<file path="src/rtl/vga_frame_reader_pkg.sv">
// Shared types, widths and helpers for the VGA frame-buffer reader.
// Colour bit positions match the COLOR_* cell encoding written by the CPU.
package vga_frame_reader_pkg;

   localparam int CNT_W   = 10;
   localparam int ADDR_W  = 13;
   localparam int COL_W   = 7;
   localparam int ROW_W   = 6;
   localparam int COLOR_W = 3;

   localparam int COLOR_R_BIT = 2;
   localparam int COLOR_G_BIT = 1;
   localparam int COLOR_B_BIT = 0;

   typedef logic [CNT_W-1:0]   cnt_t;
   typedef logic [COLOR_W-1:0] color_t;

   // Everything the output stage needs about the current counter position.
   typedef struct packed {
      cnt_t h;
      cnt_t v;
      logic visible;
      logic hs_n;
      logic vs_n;
      logic vblank;
      logic wrap;
   } vga_timing_t;

   // Cell index row*fb_w + col; the col/row truncation keeps blanking positions below 8192.
   function automatic logic [ADDR_W-1:0] cell_addr(input cnt_t h, input cnt_t v,
                                                   input int unsigned shift,
                                                   input int unsigned fb_w);
      logic [COL_W-1:0] col;
      logic [ROW_W-1:0] row;
      col = COL_W'(h >> shift);
      row = ROW_W'(v >> shift);
      return ADDR_W'(row) * ADDR_W'(fb_w) + ADDR_W'(col);
   endfunction

endpackage

</file>
<file path="src/rtl/vga_frame_reader_timing_counter.sv">
// Pixel-enable divider plus horizontal/vertical raster counters.
// Produces raw (unregistered) visible, sync and wrap flags for the current position.
module vga_timing_counter
   import vga_frame_reader_pkg::*;
#(
   parameter int H_VISIBLE = 640,
   parameter int H_FRONT   = 16,
   parameter int H_SYNC    = 96,
   parameter int H_BACK    = 48,
   parameter int V_VISIBLE = 480,
   parameter int V_FRONT   = 10,
   parameter int V_SYNC    = 2,
   parameter int V_BACK    = 33
) (
   input  logic        clk_i,
   input  logic        rst_i,
   output logic        pix_en_o,
   output vga_timing_t timing_o
);

   localparam int H_TOTAL = H_VISIBLE + H_FRONT + H_SYNC + H_BACK;
   localparam int V_TOTAL = V_VISIBLE + V_FRONT + V_SYNC + V_BACK;

   localparam cnt_t H_LAST   = cnt_t'(H_TOTAL - 1);
   localparam cnt_t V_LAST   = cnt_t'(V_TOTAL - 1);
   localparam cnt_t H_VIS    = cnt_t'(H_VISIBLE);
   localparam cnt_t V_VIS    = cnt_t'(V_VISIBLE);
   localparam cnt_t HS_START = cnt_t'(H_VISIBLE + H_FRONT);
   localparam cnt_t HS_END   = cnt_t'(H_VISIBLE + H_FRONT + H_SYNC);
   localparam cnt_t VS_START = cnt_t'(V_VISIBLE + V_FRONT);
   localparam cnt_t VS_END   = cnt_t'(V_VISIBLE + V_FRONT + V_SYNC);

   logic pix_en_q, pix_en_d;
   cnt_t h_q, h_d;
   cnt_t v_q, v_d;

   always_ff @(posedge clk_i) begin
      if (rst_i) begin
         pix_en_q <= 1'b0;
         h_q      <= '0;
         v_q      <= '0;
      end else begin
         pix_en_q <= pix_en_d;
         h_q      <= h_d;
         v_q      <= v_d;
      end
   end

   always_comb begin
      pix_en_d = ~pix_en_q;
      h_d      = h_q;
      v_d      = v_q;
      if (pix_en_q) begin
         if (h_q == H_LAST) begin
            h_d = '0;
            v_d = (v_q == V_LAST) ? '0 : v_q + cnt_t'(1);
         end else begin
            h_d = h_q + cnt_t'(1);
         end
      end
   end

   always_comb begin
      timing_o         = '0;
      timing_o.h       = h_q;
      timing_o.v       = v_q;
      timing_o.visible = (h_q < H_VIS) && (v_q < V_VIS);
      timing_o.hs_n    = !((h_q >= HS_START) && (h_q < HS_END));
      timing_o.vs_n    = !((v_q >= VS_START) && (v_q < VS_END));
      timing_o.vblank  = (v_q >= V_VIS);
      timing_o.wrap    = pix_en_q && (h_q == H_LAST) && (v_q == V_LAST);
   end

   assign pix_en_o = pix_en_q;

endmodule

</file>
<file path="src/rtl/vga_frame_reader.sv">
// Reads 8x8-pixel colour cells from the frame-buffer RAM and drives VGA pins.
// Outputs lag the counters by one pixel so the RAM's one-Clock read latency lines up.
module vga_frame_reader
   import vga_frame_reader_pkg::*;
#(
   parameter int H_VISIBLE  = 640,
   parameter int H_FRONT    = 16,
   parameter int H_SYNC     = 96,
   parameter int H_BACK     = 48,
   parameter int V_VISIBLE  = 480,
   parameter int V_FRONT    = 10,
   parameter int V_SYNC     = 2,
   parameter int V_BACK     = 33,
   parameter int CELL_SHIFT = 3,
   parameter int FB_WIDTH   = 80
) (
   input  logic              Clock,
   input  logic              Reset,
   output logic [ADDR_W-1:0] oReadAddress,
   input  logic [COLOR_W-1:0] iReadData,
   output logic              oVGA_R,
   output logic              oVGA_G,
   output logic              oVGA_B,
   output logic              oVGA_HS,
   output logic              oVGA_VS,
   output logic              oVBlank,
   output logic              oFrameStart
);

   logic        pix_en;
   vga_timing_t tm;

   vga_timing_counter #(
      .H_VISIBLE(H_VISIBLE), .H_FRONT(H_FRONT), .H_SYNC(H_SYNC), .H_BACK(H_BACK),
      .V_VISIBLE(V_VISIBLE), .V_FRONT(V_FRONT), .V_SYNC(V_SYNC), .V_BACK(V_BACK)
   ) u_timing (
      .clk_i    (Clock),
      .rst_i    (Reset),
      .pix_en_o (pix_en),
      .timing_o (tm)
   );

   assign oReadAddress = cell_addr(tm.h, tm.v, CELL_SHIFT, FB_WIDTH);

   color_t rgb_q, rgb_d;
   logic   hs_q, hs_d;
   logic   vs_q, vs_d;
   logic   vblank_q, vblank_d;
   logic   fs_q, fs_d;

   always_ff @(posedge Clock) begin
      if (Reset) begin
         rgb_q    <= '0;
         hs_q     <= 1'b1;
         vs_q     <= 1'b1;
         vblank_q <= 1'b0;
         fs_q     <= 1'b0;
      end else begin
         rgb_q    <= rgb_d;
         hs_q     <= hs_d;
         vs_q     <= vs_d;
         vblank_q <= vblank_d;
         fs_q     <= fs_d;
      end
   end

   // iReadData here belongs to the address presented one Clock earlier, i.e. the same position.
   always_comb begin
      rgb_d    = rgb_q;
      hs_d     = hs_q;
      vs_d     = vs_q;
      vblank_d = vblank_q;
      fs_d     = 1'b0;
      if (pix_en) begin
         rgb_d    = tm.visible ? iReadData : '0;
         hs_d     = tm.hs_n;
         vs_d     = tm.vs_n;
         vblank_d = tm.vblank;
         fs_d     = tm.wrap;
      end
   end

   assign oVGA_R      = rgb_q[COLOR_R_BIT];
   assign oVGA_G      = rgb_q[COLOR_G_BIT];
   assign oVGA_B      = rgb_q[COLOR_B_BIT];
   assign oVGA_HS     = hs_q;
   assign oVGA_VS     = vs_q;
   assign oVBlank     = vblank_q;
   assign oFrameStart = fs_q;

endmodule

</file>
<file path="config.mk">
export PLATFORM = sky130hd
export DESIGN_NAME = vga_frame_reader
export DESIGN_NICKNAME = d
export VERILOG_FILES = /design/src/rtl/vga_frame_reader_pkg.sv /design/src/rtl/vga_frame_reader_timing_counter.sv /design/src/rtl/vga_frame_reader.sv
export SDC_FILE = /design/constraint.sdc
export NUM_CORES = 1
export LEC_CHECK = 0
export BUFFER_PORTS_ARGS = -buffer_cell sky130_fd_sc_hd__buf_2
export CAP_MARGIN = 20
export CORE_MARGIN = 1.5
export CORE_UTILIZATION = 51
export DETAILED_ROUTE_END_ITERATION = 10
export HOLD_SLACK_MARGIN = 0.08
export PLACE_DENSITY = 0.75
export SLEW_MARGIN = 25
export SYNTH_ARGS = -nofsm -noshare
export SYNTH_HDL_FRONTEND = slang
export SYNTH_HIERARCHICAL = 1
export SYNTH_SLANG_ARGS = --single-unit
</file>
<file path="constraint.sdc">
create_clock -name Clock -period 2.3 [get_ports Clock]
set_input_delay 0.46 -clock Clock [delete_from_list [all_inputs] [get_ports Clock]]
set_output_delay 0.46 -clock Clock [all_outputs]
set_load 0.03 [all_outputs]
</file>
Word level (Yosys, flattened, before mapping)
Cells that the tools add are included.
{ "totals": {"reg_bits": 28, "latchBits": 0, "ramBits": 0, "rom_bits": 0, "inputBits": 5, "out_inout_bits": 20, "word_cells": 34, "memories": 0} }
{ "op_classes": {"add_sub_neg": 3, "multipliers": 1, "div_mod_pow": 0, "n_lt_le_gt_ge": 7, "n_eq_ne": 2, "shifts": 0, "n_mux": 3, "n_bitwise": 1, "reduce_logical": 9} }
{ "op_table": {"columns": ["op", "count"], "rows": [
  ["10-bit by 1-bit adder with 10-bit output, second input constant", 2],
  ["10-bit == test, second input constant", 2],
  ["10-bit by 9-bit >= comparator with 1-bit output, second input constant", 2],
  ["10-bit less-than comparator, second input constant", 2],
  ["10-bit by 9-bit less-than comparator with 1-bit output, second input constant", 2],
  ["10-bit 2-to-1 mux", 2],
  ["13-bit by 7-bit adder with 13-bit output", 1],
  ["10-bit >= comparator, second input constant", 1],
  ["6-bit by 3-bit multiplier with 9-bit output, second input constant", 1],
  ["1-bit logical AND", 5],
  ["3-bit 2-to-1 mux", 1],
  ["1-bit logical NOT", 2],
  ["2-bit AND reduction", 1],
  ["2-bit OR reduction", 1],
  ["1-bit NOT", 1]
]} }

Depth between registers and ports, before layout
{ "depth": {"word_depth": 3, "ltp_mapped": 7, "depth_no_buf": 7} }

Cells and area by module
Netlist, hierarchy kept.
{ "by_module_without_submodules": {"columns": ["module", "instances", "cells_per_inst", "area_per_inst_um2", "seq_area_each_um2"], "rows": [
  ["vga_timing_counter", 1, 137, 1174.9, 420.4],
  ["vga_frame_reader", 1, 64, 608.1, 140.1]
]} }

Worst setup path before layout
Ideal clock, no wire load.
{ "synth_path": {"path_kind": "reg-to-output", "start": "register u_timing.v_q[6]", "end": "output port oReadAddress[12]", "arrival_time_ns": 2.531, "required_ns": 1.840, "slack_ns": -0.691, "path_stages_with_launch": 8, "path_buffers": 0, "path_cell_list": "dfxtp_1 -> ha_1 -> ha_1 -> fa_1 -> a21o_2 -> a21oi_1 -> xor2_1 -> o31ai_1"} }
{ "synth_between": {"elab_chain_len": 2} }
{ "synth_rtl": {"columns": ["item", "line_no", "rtl"], "rows": [
  ["start: declaration", "vga_frame_reader_timing_counter.sv:35", "cnt_t v_q, v_d;"],
  ["start signal: assignment", "vga_frame_reader_timing_counter.sv:45", "v_q <= v_d;"],
  ["6-bit by 3-bit multiplier with 9-bit output", "vga_frame_reader_pkg.sv:37", "return ADDR_W'(row) * ADDR_W'(fb_w) + ADDR_W'(col);"],
  ["13-bit by 7-bit adder with 13-bit output", "vga_frame_reader_pkg.sv:37", null],
  ["end: declaration", "vga_frame_reader.sv:19", "output logic [ADDR_W-1:0] oReadAddress,"]
]} }
Every way passes these cells.

Worst setup path after layout
{ "layout_path": {"start": "register u_timing.v_q[4]", "end": "output port oReadAddress[12]"} }
Same word-level chain as after synthesis.

==> insert_results.sql <==
INSERT INTO impl_metrics (metric_group, metric, value, unit) VALUES
('yosys', 'synth_fp_nets', '224', ''),
('sta', 'worst_pin_slew', '0.420', 'ns'),
('run', 'max-cap-violations', '0', ''),
('finish', 'finish.instance_area', '0.00238', 'sq mm'),
('global_routing', 'grt-busiest-layer', 'met2', ''),
('yosys', 'synth.lib_cells_used.distinct', '47', ''),
('yosys', 'netlist_area', '0.00178', 'sq mm'),
('yosys', 'ys_ff_latch', '28', ''),
('yosys', 'share_of_the_synthesized_area_in_the_top_cell_type', '31.4', '%'),
('yosys', 'synth_ff_type', 'sky130_fd_sc_hd__dfxtp_1', ''),
('routing', 'post_drt_wl_per_cell', '14.7', 'um'),
('cts', 'cts-buffers-inserted', '3', ''),
('yosys', 'syn-instance-count', '201', ''),
('yosys', 'synth_area_per_cell', '8.87', 'sq um'),
('placement', 'place.gp.congestion', '0.783', ''),
('power', 'leakage_dissipation', '0.941', 'nW'),
('worst_setup_path', 'worstPathRequired', '1.84', 'ns'),
('global_routing', 'grt_start_max_net_pins', '21', ''),
('placement', 'hpwlAfterDp', '2630', 'um'),
('global_routing', 'grt_first_pass_wirelength', '6790', 'um'),
('finish', 'final.fill_count', '265', ''),
('sta', 'rsz0062_at_grt', 'true', ''),
('yosys', 'yosys.cell_count.top_type', 'sky130_fd_sc_hd__dfxtp_1', ''),
('cts', 'cts.sink_count', '28', ''),
('finish', 'layout.nets', '264', ''),
('global_routing', 'globalRouteOverflowTotal', '0', ''),
('routing', 'vias', '1591', ''),
('routing', 'detail_route.iter0.violations', '60', ''),
('worst_setup_path', 'worstPathArrival', '2.39', 'ns'),
('global_routing', 'groute.layer.met2.usage', '38.5', '%'),
('worst_setup_path', 'critical_path.startpoint_type', 'flip-flop', ''),
('die', 'initial_cell_density_of_the_core', '53.4', '%'),
('cts', 'clk_pin_slew_worst_paths', '0.15', 'ns'),
('global_routing', 'antenna_found_initial', '0', ''),
('worst_hold_path', 'min_path_type', 'in -> reg', ''),
('routing', 'first_pass_iteration_count_of_the_detailed_router', '4', ''),
('die', 'floorplan.core_area', '0.00334', 'sq mm'),
('finish', 'final-seq-area', '568', 'sq um'),
('die', 'top_level_ports', '25', ''),
('die', 'die_width', '62.1', 'um'),
('sta', 'slew_violations', '0', ''),
('routing', 'ant_nets', '0', ''),
('sta', 'finalWorstSetupSlack', '-0.553', 'ns'),
('yosys', 'ys_seq_area_share', '31.4', '%'),
('global_routing', 'groute.layer.met3.usage', '1.81', '%'),
('status', 'run_status', 'finished, violations left', ''),
('worst_setup_path', 'timing_worst_setup_path_type', 'reg -> out', ''),
('sta', 'post_route_setup_tns', '-2.57', 'ns'),
('sta', 'timing_hold_violations_final', '0', ''),
('finish', 'antennaDiodeCount', '0', ''),
('placement', 'numPortBuffers', '24', ''),
('cts', 'root_buffer', 'sky130_fd_sc_hd__clkbuf_4', ''),
('sta', 'max_freq', '350', 'MHz'),
('global_routing', 'groute.usage.overall', '21.2', '%'),
('die', 'placementRows', '21', ''),
('placement', 'dpl-instance-area', '0.00209', 'sq mm'),
('global_routing', 'grt_pass1_vias', '1466', ''),
('status', 'violated_checks', 'negative setup slack', ''),
('worst_setup_path', 'worst_setup_path_end_kind', 'output port', ''),
('finish', 'area.growth.synth_to_final', '33.6', '%'),
('yosys', 'synth-async-reset-ratio', '0', '%'),
('yosys', 'edff_count_synth', '0', ''),
('yosys', 'synth_top_cells_by_area', 'sky130_fd_sc_hd__dfxtp_1 31%, sky130_fd_sc_hd__ha_1 11%, sky130_fd_sc_hd__a21oi_1 5.1%', ''),
('sta', 'max_slew_margin', '72.0', '%'),
('cts', 'clock_latency', '0.33', 'ns'),
('yosys', 'yosysWarnings', '6', ''),
('global_routing', 'use_met1', '26.9', '%'),
('worst_setup_path', 'timing.critical_path.fanout_max', '2', ''),
('sta', 'number_of_setup_violations_in_the_final_report', '6', ''),
('routing', 'number_of_vias_per_cell_after_detailed_routing', '5.56', ''),
('die', 'floorplan.die.height', '62.1', 'um');
## state kept, by name, summed over array words and instances (netlist names)
| name | count |
|---|---|
| oVGA_VS | 1 |
| u_timing/v_q | 10 |
| oFrameStart | 1 |
| oVGA_HS | 1 |
| u_timing/h_q | 10 |
| oVBlank | 1 |
| rgb_q | 3 |
| u_timing/pix_en_o | 1 |
## logic make-up (layout without fill, tap and decap cells)
group / count (synthesis) / count (layout) / share of synthesized area [%]
multiplexers: 1 / 1 / 0.561
flip-flops: 28 / 28 / 31.4
buffers and inverters: 16 / 55 / 5.19
adder cells (fa/ha/maj): 18 / 18 / 13.5
AND/OR/NAND/NOR: 85 / 85 / 28.8
AO/OA/AOI/OAI: 35 / 35 / 11.7
XOR/XNOR: 18 / 18 / 8.84
## stage by stage
stage	cells	setup WS (ns)	util (%)	hold WS [ns]	total power, mW
final	286	-0.553	71.4	0.374	0.840
after detailed placement	277	-0.288	62.6	0.461	0.565
after global routing	286	-0.617	71.4	0.368	0.875
after floorplan	201	-0.186	-	0.475	0.550
after global placement	277	-0.265	62.6	0.453	0.564
after CTS	286	-0.560	70.4	0.374	0.846
## layout by cell type, fill, tap and decap left out, types with 2 or more instances in the layout
cell                       Yosys  routed
sky130_fd_sc_hd__dfxtp_1      28      24
sky130_fd_sc_hd__buf_2         1      17
sky130_fd_sc_hd__buf_4         1      17
sky130_fd_sc_hd__a21oi_1      18      16
sky130_fd_sc_hd__nand3_1      13      13
sky130_fd_sc_hd__nor2_1       11      10
sky130_fd_sc_hd__buf_6         2      10
sky130_fd_sc_hd__nor3_1        9       9
sky130_fd_sc_hd__nand2_1      10       9
sky130_fd_sc_hd__ha_4          0       8
sky130_fd_sc_hd__inv_1         7       7
sky130_fd_sc_hd__o21ai_0       7       7
sky130_fd_sc_hd__xnor2_1       9       7
sky130_fd_sc_hd__ha_1         16       7
sky130_fd_sc_hd__nand4_1       7       7
sky130_fd_sc_hd__xor2_1        9       6
sky130_fd_sc_hd__or3_1         6       6
sky130_fd_sc_hd__nand2b_1      5       5
sky130_fd_sc_hd__and4_1        4       4
sky130_fd_sc_hd__clkbuf_4      0       3
sky130_fd_sc_hd__dfxtp_2       0       3
sky130_fd_sc_hd__xor2_2        0       2
sky130_fd_sc_hd__a21oi_4       0       2
sky130_fd_sc_hd__nor2b_1       2       2
sky130_fd_sc_hd__a211o_1       2       2
sky130_fd_sc_hd__fa_2          0       2
sky130_fd_sc_hd__and3_2        2       2
sky130_fd_sc_hd__nor4b_1       2       2
sky130_fd_sc_hd__or4_1         2       2
## cell type report
type | instances | share of cell area [%]
Multi-Input combinational cell | 157 | 57.0
Sequential cell | 28 | 23.8
Timing Repair Buffer | 44 | 13.7
Tap cell | 46 | 2.42
Clock buffer | 4 | 2.00
Inverter | 7 | 1.10
## power breakdown
group	switching (mW)	leakage, nW	internal (mW)
combinational	0.0332	0.686	0.0202
sequential	0.00671	0.229	0.494
clock	0.153	0.0261	0.133
## repair_timing
item,CTS,global route
endpoints found under the setup margin,7,7
resized for setup,34,7
pin swaps,14,6
hold buffers,0,0
buffers inserted,5,2
## metal layers
metal,routed length (um),part of all wire (%)
met3,97,2.3
met5,0,0
met2,2190,52
met4,75,1.8
met1,1850,44
## final timing paths
kind | from | cells past startpoint | to
min reg2reg | rgb_q[2] | 2 | rgb_q[2]
max | u_timing/v_q[4] | 8 | oReadAddress[12]
min | iReadData[0] | 3 | rgb_q[0]
max reg2reg | u_timing/h_q[8] | 5 | u_timing/v_q[4]
## worst max-delay path, stage by stage, from the launching register on
cell and delay, ns:
sky130_fd_sc_hd__dfxtp_2 0.37, sky130_fd_sc_hd__ha_4 0.24, sky130_fd_sc_hd__ha_4 0.16, sky130_fd_sc_hd__fa_2 0.37, sky130_fd_sc_hd__a21o_4 0.22, sky130_fd_sc_hd__a21oi_4 0.17
sky130_fd_sc_hd__xor2_4 0.11, sky130_fd_sc_hd__o31ai_4 0.25, sky130_fd_sc_hd__buf_6 0.16
Power figures use the tool's default switching activity.
